--- src/rtl/stack_id_negotiator.sv ---
// Per-die chip-ID / power negotiation over the shared inter-layer word bus.
// Optional STACK_PARITY_EN: even frame parity carried in hdr[0], checked on receive.
module stack_id_negotiator #(
    parameter int              ID_W     = 4,
    parameter int              PWR_W    = 4,
    parameter int              TIMEOUT  = 20,
    parameter logic [PWR_W-1:0] PWR_INIT = '0,
    parameter logic [15:0]     SYNC     = 16'hBEEF,
    localparam int             DATA_W   = 4 + PWR_W + 2*ID_W + 16
) (
    input  logic              div_8_clk,
    input  logic              rst_n,
    input  logic              f_layer,
    input  logic [DATA_W-1:0] data_in,
    output logic              tx_out,
    output logic [DATA_W-1:0] data_out,
    output logic [ID_W-1:0]   chip_id,
    output logic [PWR_W-1:0]  power_value,
    output logic              sort_finish,
    output logic              top_of_stack
);

    localparam int CNT_W = $clog2(TIMEOUT + 1);
    localparam logic [CNT_W-1:0] CNT_LAST = CNT_W'(TIMEOUT - 1);
    localparam logic [ID_W-1:0]  FIRST_ID = ID_W'(1);

    typedef enum logic [2:0] {
        IDLE    = 3'd0,
        RX_WAIT = 3'd1,
        TX      = 3'd2,
        RX_ACK  = 3'd3,
        DONE    = 3'd4
    } state_t;

    state_t            state, state_nxt;
    logic [ID_W-1:0]   chip_id_nxt;
    logic [PWR_W-1:0]  power_nxt;
    logic [CNT_W-1:0]  cnt, cnt_nxt;
    logic              tos_nxt;

    function automatic logic [PWR_W-1:0] pwr_sat_inc(input logic [PWR_W-1:0] v);
        return (&v) ? v : v + PWR_W'(1);
    endfunction

    function automatic logic frame_par(input logic [DATA_W-1:0] f);
        return ^f;
    endfunction

    logic [ID_W-1:0]   id_inc;
    logic [PWR_W-1:0]  rx_pwr;
    logic [ID_W-1:0]   rx_src;
    logic [ID_W-1:0]   rx_dst;
    logic              sync_ok;
    logic              frame_vld;
    logic [DATA_W-1:0] tx_frame;

    assign id_inc  = chip_id + ID_W'(1);
    assign rx_pwr  = data_in[DATA_W-5 -: PWR_W];
    assign rx_src  = data_in[16+2*ID_W-1 -: ID_W];
    assign rx_dst  = data_in[16+ID_W-1 -: ID_W];
    assign sync_ok = (data_in[15:0] == SYNC);

`ifdef STACK_PARITY_EN
    // hdr[0] is chosen so the whole transmitted word has even parity
    assign frame_vld = sync_ok && !frame_par(data_in);
    assign tx_frame  = {3'b101,
                        frame_par({3'b101, 1'b0, power_value, chip_id, id_inc, SYNC}),
                        power_value, chip_id, id_inc, SYNC};
`else
    logic [3:0] unused_hdr;
    assign unused_hdr = data_in[DATA_W-1 -: 4];
    assign frame_vld  = sync_ok;
    assign tx_frame   = {4'b1010, power_value, chip_id, id_inc, SYNC};
`endif

    always_ff @(posedge div_8_clk or negedge rst_n) begin
        if (!rst_n) begin
            state        <= IDLE;
            chip_id      <= '0;
            power_value  <= '0;
            cnt          <= '0;
            top_of_stack <= 1'b0;
        end else begin
            state        <= state_nxt;
            chip_id      <= chip_id_nxt;
            power_value  <= power_nxt;
            cnt          <= cnt_nxt;
            top_of_stack <= tos_nxt;
        end
    end

    always_comb begin
        state_nxt   = state;
        chip_id_nxt = chip_id;
        power_nxt   = power_value;
        cnt_nxt     = cnt;
        tos_nxt     = top_of_stack;
        case (state)
            IDLE: begin
                if (f_layer) begin
                    chip_id_nxt = FIRST_ID;
                    power_nxt   = PWR_INIT;
                    if (&FIRST_ID) begin
                        state_nxt = DONE;
                        tos_nxt   = 1'b1;
                    end else begin
                        state_nxt = TX;
                        cnt_nxt   = '0;
                    end
                end else begin
                    state_nxt = RX_WAIT;
                end
            end
            RX_WAIT: begin
                if (frame_vld && (rx_dst != '0)) begin
                    chip_id_nxt = rx_dst;
                    power_nxt   = rx_pwr;
                    // An all-ones ID has no successor to announce: this die is the top
                    if (&rx_dst) begin
                        state_nxt = DONE;
                        tos_nxt   = 1'b1;
                    end else begin
                        state_nxt = TX;
                        cnt_nxt   = '0;
                    end
                end
            end
            TX: begin
                state_nxt = RX_ACK;
                cnt_nxt   = '0;
            end
            RX_ACK: begin
                cnt_nxt = cnt + CNT_W'(1);
                if (frame_vld && (rx_src == id_inc)) begin
                    state_nxt = DONE;
                    tos_nxt   = 1'b0;
                end else if (cnt == CNT_LAST) begin
                    if (&power_value) begin
                        state_nxt = DONE;
                        tos_nxt   = 1'b1;
                    end else begin
                        power_nxt = pwr_sat_inc(power_value);
                        state_nxt = TX;
                        cnt_nxt   = '0;
                    end
                end
            end
            DONE: begin
                state_nxt = DONE;
            end
            default: begin
                state_nxt = IDLE;
            end
        endcase
    end

    assign tx_out      = (state == TX);
    assign data_out    = tx_out ? tx_frame : '0;
    assign sort_finish = (state == DONE);

endmodule

--- config.mk ---
export PLATFORM = sky130hd
export DESIGN_NAME = stack_id_negotiator
export DESIGN_NICKNAME = d
export VERILOG_FILES = /design/src/rtl/stack_id_negotiator.sv
export SDC_FILE = /design/constraint.sdc
export NUM_CORES = 1
export LEC_CHECK = 0
export ABC_CLOCK_PERIOD_IN_PS = 2550
export BUFFER_PORTS_ARGS = -buffer_cell sky130_fd_sc_hd__buf_2
export CAP_MARGIN = 20
export CORE_MARGIN = 2
export CORE_UTILIZATION = 45
export CTS_CLUSTER_SIZE = 40
export DETAILED_ROUTE_END_ITERATION = 12
export PLACE_DENSITY = 0.8
export SETUP_SLACK_MARGIN = 0.2
export SLEW_MARGIN = 30
export SYNTH_ARGS = -nofsm -noshare
export SYNTH_HDL_FRONTEND = slang
export SYNTH_SLANG_ARGS = --single-unit
export TNS_END_PERCENT = 50
--- constraint.sdc ---
create_clock -name div_8_clk -period 2.55 [get_ports div_8_clk]
set_input_delay 0.51 -clock div_8_clk [delete_from_list [all_inputs] [get_ports div_8_clk]]
set_output_delay 0.51 -clock div_8_clk [all_outputs]
set_load 0.02 [all_outputs]
Yosys cells after proc, flatten, opt, wreduce, memory -nomap -nowiden. Cells that the tools add are included. W data, S select, Z words.

Word-level logic and storage cells: 69. Register bits: 17. Input bits: 35. Output and inout port bits: 43.

Add/sub/neg operators: 3. Reductions and logical operators: 15. Muxes and demuxes: 30. Equality and inequality tests: 16.

Operators by type and width (number): $mux W32 (1); $mux W5 (6); $mux W4 (7); $pmux W5 S4 (1); $eq A16 B16 Y1 const B (1); $mux W3 (5); $pmux W3 S5 (1); $ne A2 B2 Y1 const B (7); $pmux W4 S3 (1); $reduce_and A4 Y1 (3); $add A4 B1 Y4 const B (2); $pmux W4 S2 (1); $reduce_bool A4 Y1 (2); $eq A3 B2 Y1 const B (2); $ne A3 B3 Y1 const B (2); $reduce_and A6 Y1 (1); $add A5 B1 Y5 const B (1); $eq A5 B5 Y1 const B (1); $mux W1 (5); $reduce_and A5 Y1 (1); $eq A4 B4 Y1 (1); $reduce_bool A2 Y1 (2); $eq A3 B1 Y1 const B (1); $eq A3 B3 Y1 const B (1); 7 further kinds (8).

Depth between registers and ports, before layout.
Depth after elaboration: 5. Mapped depth: 7. Depth with buffers taken out: 6.

Worst setup path before layout. No wires, ideal clock.

Kind: input port to flip-flop. Start point: input port data_in[14]. End point: register state[1]. Arrival time: 2.065 ns. Buffers on the path: 0. Library setup time: 0.119 ns. Stages: 5. Slack: 0.366 ns. Required time: 2.431 ns. Path through: nand4b_1 -> or4_4 -> or4_4 -> nand3_2 -> a21bo_1.

Longest elaborated chain between the ends: 4. Elaborated cells between the ends (all ways): 8. Those cells by class: eq/ne: 3; mux: 2; reduce/logical: 3.

RTL lines: start, declared (line 14) `input logic [DATA_W-1:0] data_in,`; $eq A16 B16 Y1 (*) (line 61) `assign sync_ok = (data_in[15:0] == SYNC);`; $logic_and A1 B1 Y1, on equally long branches (line 134, 115); $mux W3, or another cell as far along (line 134) `if (frame_vld && (rx_src == id_inc)) begin`; $pmux W3 S5 / $reduce_and A2 Y1 (equally long branches); end signal, assigned (line 84) `state <= state_nxt;`; end, declared (line 35) `state_t state, state_nxt;`.

Mark *: on every way between the ends. The rest lies on a longest branch, timed or not. A chain may end at the register's enable or synchronous reset.

==> results <==
- The cell family contributing the most delay on the critical path is simple AND/OR/NAND/NOR gates.
- The count of buffer and inverter cells on the critical path is 0.
- The count of placed standard cells in the final layout, fillers left out is 271.
- The total iterations of the first detailed-routing run is 4.
- The met3 routed wirelength is roughly 320 microns.
- The number of H-tree levels is 1.
- Of the total power, registers draw 0.253.
- The analysis attributes to cell leakage a power of ~0.95 nW.
- The met2 wire length is around 1.6 mm.
- Counting buffers and inverters, the worst setup path is 6 cells deep.
- The pin count of the biggest net entering global routing is 18.
- The congestion estimate from routability-driven global placement came to 0.875.
- The count of different cell masters after synthesis is 49.
- Data on the critical path is required at its endpoint by 2740 ps.
- The worst setup path is of the flip-flop to flip-flop kind.
- The count of mapped cells out of synthesis is around 170.
- The smallest clock period supported by the final layout is computed as 2210 ps.
- The initial antenna violation count was 0.
- The die is 61.3 microns wide.
- The logic gate share of total power is 0.672.
- The clock sink total is 17.
- The placed cell count is 267.
- Based on the critical path, the design can be clocked at up to 453 MHz.
- The flow ran to the end, and the final reports show no timing, DRC or antenna violations.
- Using the TritonRoute via totals, the vias-per-cell ratio works out to 5.37.
- Of the total power, the clock network draws 0.076.
- The worst-case clock buffer depth is 2.
- The worst ir drop on vdd is 0.425 mV.
- The net count of the finished layout is 266.
- The antenna violation net count after detailed routing is 0.
- The per-cell routed wire length is ~13 microns.
- The routed layout has 1454 vias.
- Of all cell types, the one taking the most synthesized area is sky130_fd_sc_hd__dfrtp_1.
- Setup repair after global routing left no endpoint under its margin.
- For this run, the register share of the synthesized area comes to 0.288.
- The Yosys step of the flow raised 0 warnings.
- The core region is ~0.0031 sq mm.
- The highest layer touched by signal routing is met4.
- The mapped cell area is 0.00148 sq mm.
- The average instance in the mapped netlist occupies 8.63 sq um.
- The number of synthesized flops with an enable pin is 0.
- The initial core utilization is 0.480.
- The hold violation total from the final report came to 0.
- The fraction of synthesis flops using an asynchronous set or reset pin is 1.00.
- The chip height is 61.3 microns.
- The switching share of power is 0.528.
- After clock tree synthesis, the flow added hold-fix buffers numbering 0.
- In this run the worst hold path is classified as primary input to async pin.
- STA classifies the critical path endpoint as a flip-flop.
- The area growth from synthesis to layout is 21.1%.
- The number of cells on the worst reg-to-reg path is 6.
- The number of antenna diodes in the final layout is 0.
- The launch instance of the worst register-to-register path is power_value[0].
- After clock tree synthesis, the clock-pin slew on the worst setup and hold paths is 110 ps.
- The signal on the critical path passes through ha_1 -> and3_1 -> o32ai_1 -> a21oi_1 -> or3_1 -> mux2_1.
- For this block, the routed nets add up to roughly 3.5 mm of wire.
- The TritonCTS buffer count is 3.
- The final period utilization is 0.866.
- Adding up every negative setup slack in the final design gives 0 ps.
- The tree is rooted in a sky130_fd_sc_hd__clkbuf_4.
- The switching power of the nets is ~1.0 mW.
- The TritonCTS clock tree is built.
- The worst pin sits at a relative slew slack of 0.596.
- The share of synthesized area in the top cell type comes to 0.288.
- The type of origin of the critical path is a flip-flop.
- The final clock skew is 13.7 ps.
- 78 I/O pins were placed.
- The largest single stage delay on the critical path is 480 ps.
- The fraction of final layout cells with drive strength greater than 1 is 0.383.
- The number of rows created at floorplan is 20.
- In this run the power density over the cells is around 1100 mW/mm^2.
- Setup violations remaining at the end of the flow were counted as 0.
- The die footprint is 0.00376 sq mm.
- The internal power is 0.936 mW.
- Across the run, the number of max-cap violations was 0.
- The count of unresolved DRC violations after routing is 0.
- The signal arrival time at the worst endpoint is between 2000 and 2500 ps.
- The post-CTS setup-driven buffer insertion count is 0.
- In the final routing, the length of wire on met1 measures about 1.5 mm.
- Yosys attributes the largest share of cell area to sky130_fd_sc_hd__dfrtp_1 29%, sky130_fd_sc_hd__buf_4 10%, sky130_fd_sc_hd__nor2_1 3.6%.
- At the pin with the least slew margin, the transition time is 602 ps.
- For this run, the total global-route usage over all layers was measured as 0.192.
- Global routing finished with a remaining overflow of 0.
- The first global-routing pass estimated 5.44 mm of wire.
- In this run the worst setup path begins at power_value[0].
- For this block, the initial DRC count from the detailed router was 31.
- For this run, the leading register cell type out of synthesis is sky130_fd_sc_hd__dfrtp_1.
- The synthesized design contains 17 register bits.
- The via count of the first global-routing pass is between 1000 and 1500.
- In this run the worst path has a maximum fanout of 4.
- Clock latency on the worst-skew pair, taken at its later pin, is 300 ps.
- The number of port buffers is between 60 and 70.
- Among all stages on the critical path, the largest delay is contributed by sky130_fd_sc_hd__or3_1.
- Detailed placement finished with a half-perimeter wire length of 2.80 mm.
- The number of max-slew violations in the final report is 0.
[what timing repair did]
item | in CTS | in global routing
resized for setup | 0 | 2
setup endpoints to repair | 0 | 4
hold endpoints to repair | 0 | 0
[state kept, by name, summed over array words and instances (netlist names)]
signal and count:
state 3, chip_id 4, power_value 4, top_of_stack 1
cnt 5
[through the flow]
stage	utilization	total power, mW	hold WS, ps	setup slack, ps	area, sq um
final	0.581	1.98	130	342	1790
after global routing	0.581	2.16	134	227	1790
after CTS	0.578	1.98	139	290	1780
after detailed placement	0.570	1.83	469	175	1750
after global placement	0.570	1.80	459	194	1750
after floorplan	-	1.56	214	366	1490
[kinds of logic after synthesis]
logic type,after synthesis,share of synthesized area
adder cells (fa/ha/maj),3,0.0254
AO/OA/AOI/OAI,38,0.178
AND/OR/NAND/NOR,64,0.271
multiplexers,5,0.0347
other,1,0.00254
buffers and inverters,35,0.142
XOR/XNOR,8,0.0585
flip-flops,17,0.288
[layout by cell type, fill, tap and decap left out, types with 4 or more instances in the layout]
cell type / instances
sky130_fd_sc_hd__conb_1: 5
sky130_fd_sc_hd__o31ai_1: 4
sky130_fd_sc_hd__and3_1: 6
sky130_fd_sc_hd__or3_1: 5
sky130_fd_sc_hd__nor3_1: 4
sky130_fd_sc_hd__nand2_1: 12
sky130_fd_sc_hd__nor2_1: 14
sky130_fd_sc_hd__a211oi_1: 4
sky130_fd_sc_hd__o21ai_0: 8
sky130_fd_sc_hd__inv_1: 10
sky130_fd_sc_hd__buf_2: 68
sky130_fd_sc_hd__dfrtp_1: 16
sky130_fd_sc_hd__nand3_1: 4
sky130_fd_sc_hd__a21oi_1: 5
sky130_fd_sc_hd__buf_4: 5
sky130_fd_sc_hd__xnor2_1: 4
sky130_fd_sc_hd__mux2i_1: 4
sky130_fd_sc_hd__a22oi_1: 4
[power by group through the flow]
stage / logic, mW / clock network, mW / registers, mW
floorplan: 1.04 / 0 / 0.516
global placement: 1.30 / 0 / 0.498
detailed placement: 1.33 / 0 / 0.503
CTS: 1.33 / 0.156 / 0.497
global route: 1.47 / 0.166 / 0.520
finish: 1.33 / 0.151 / 0.501
[cells in the mapped netlist (all sizes together) (2+ instances only)]
| cell | count |
|---|---|
| a211oi | 4 |
| a21oi | 5 |
| a22oi | 4 |
| and3 | 6 |
| buf | 23 |
| clkbuf | 2 |
| dfrtp | 17 |
| ha | 3 |
| inv | 10 |
| mux2i | 4 |
| nand2 | 12 |
| nand2b | 2 |
| nand3 | 5 |
| nand4 | 2 |
| nand4b | 3 |
| nor2 | 14 |
| nor3 | 4 |
| nor3b | 2 |
| nor4 | 3 |
| o21ai | 9 |
| o21bai | 2 |
| o31ai | 4 |
| or3 | 5 |
| or4 | 2 |
| xnor2 | 4 |
| xor2 | 3 |
[worst paths after layout]
check	endpoint	slack, ps
min in group div_8_clk	chip_id[1]	470
max reg2reg	chip_id[0]	340
max	chip_id[0]	340
max in group asynchronous	chip_id[0]	2110
min reg2reg	top_of_stack	540
min	cnt[1]	130
[final cells by class]
class | count | area [sq um]
clock buffer | 4 | 26.3
inverter | 10 | 37.5
tap | 44 | 55.1
multi-input combinational | 123 | 865
sequential | 17 | 427
fill | 302 | 1290
timing repair buffer | 73 | 378
[routing by layer]
| metal | vias up | track usage |
|---|---|---|
| li1 | 709 | - |
| met1 | 662 | 0.274 |
| met2 | 79 | 0.305 |
| met3 | 4 | 0.0273 |
| met4 | 0 | 0.0466 |
| met5 | - | 0 |
Power figures use the tool's default switching activity.
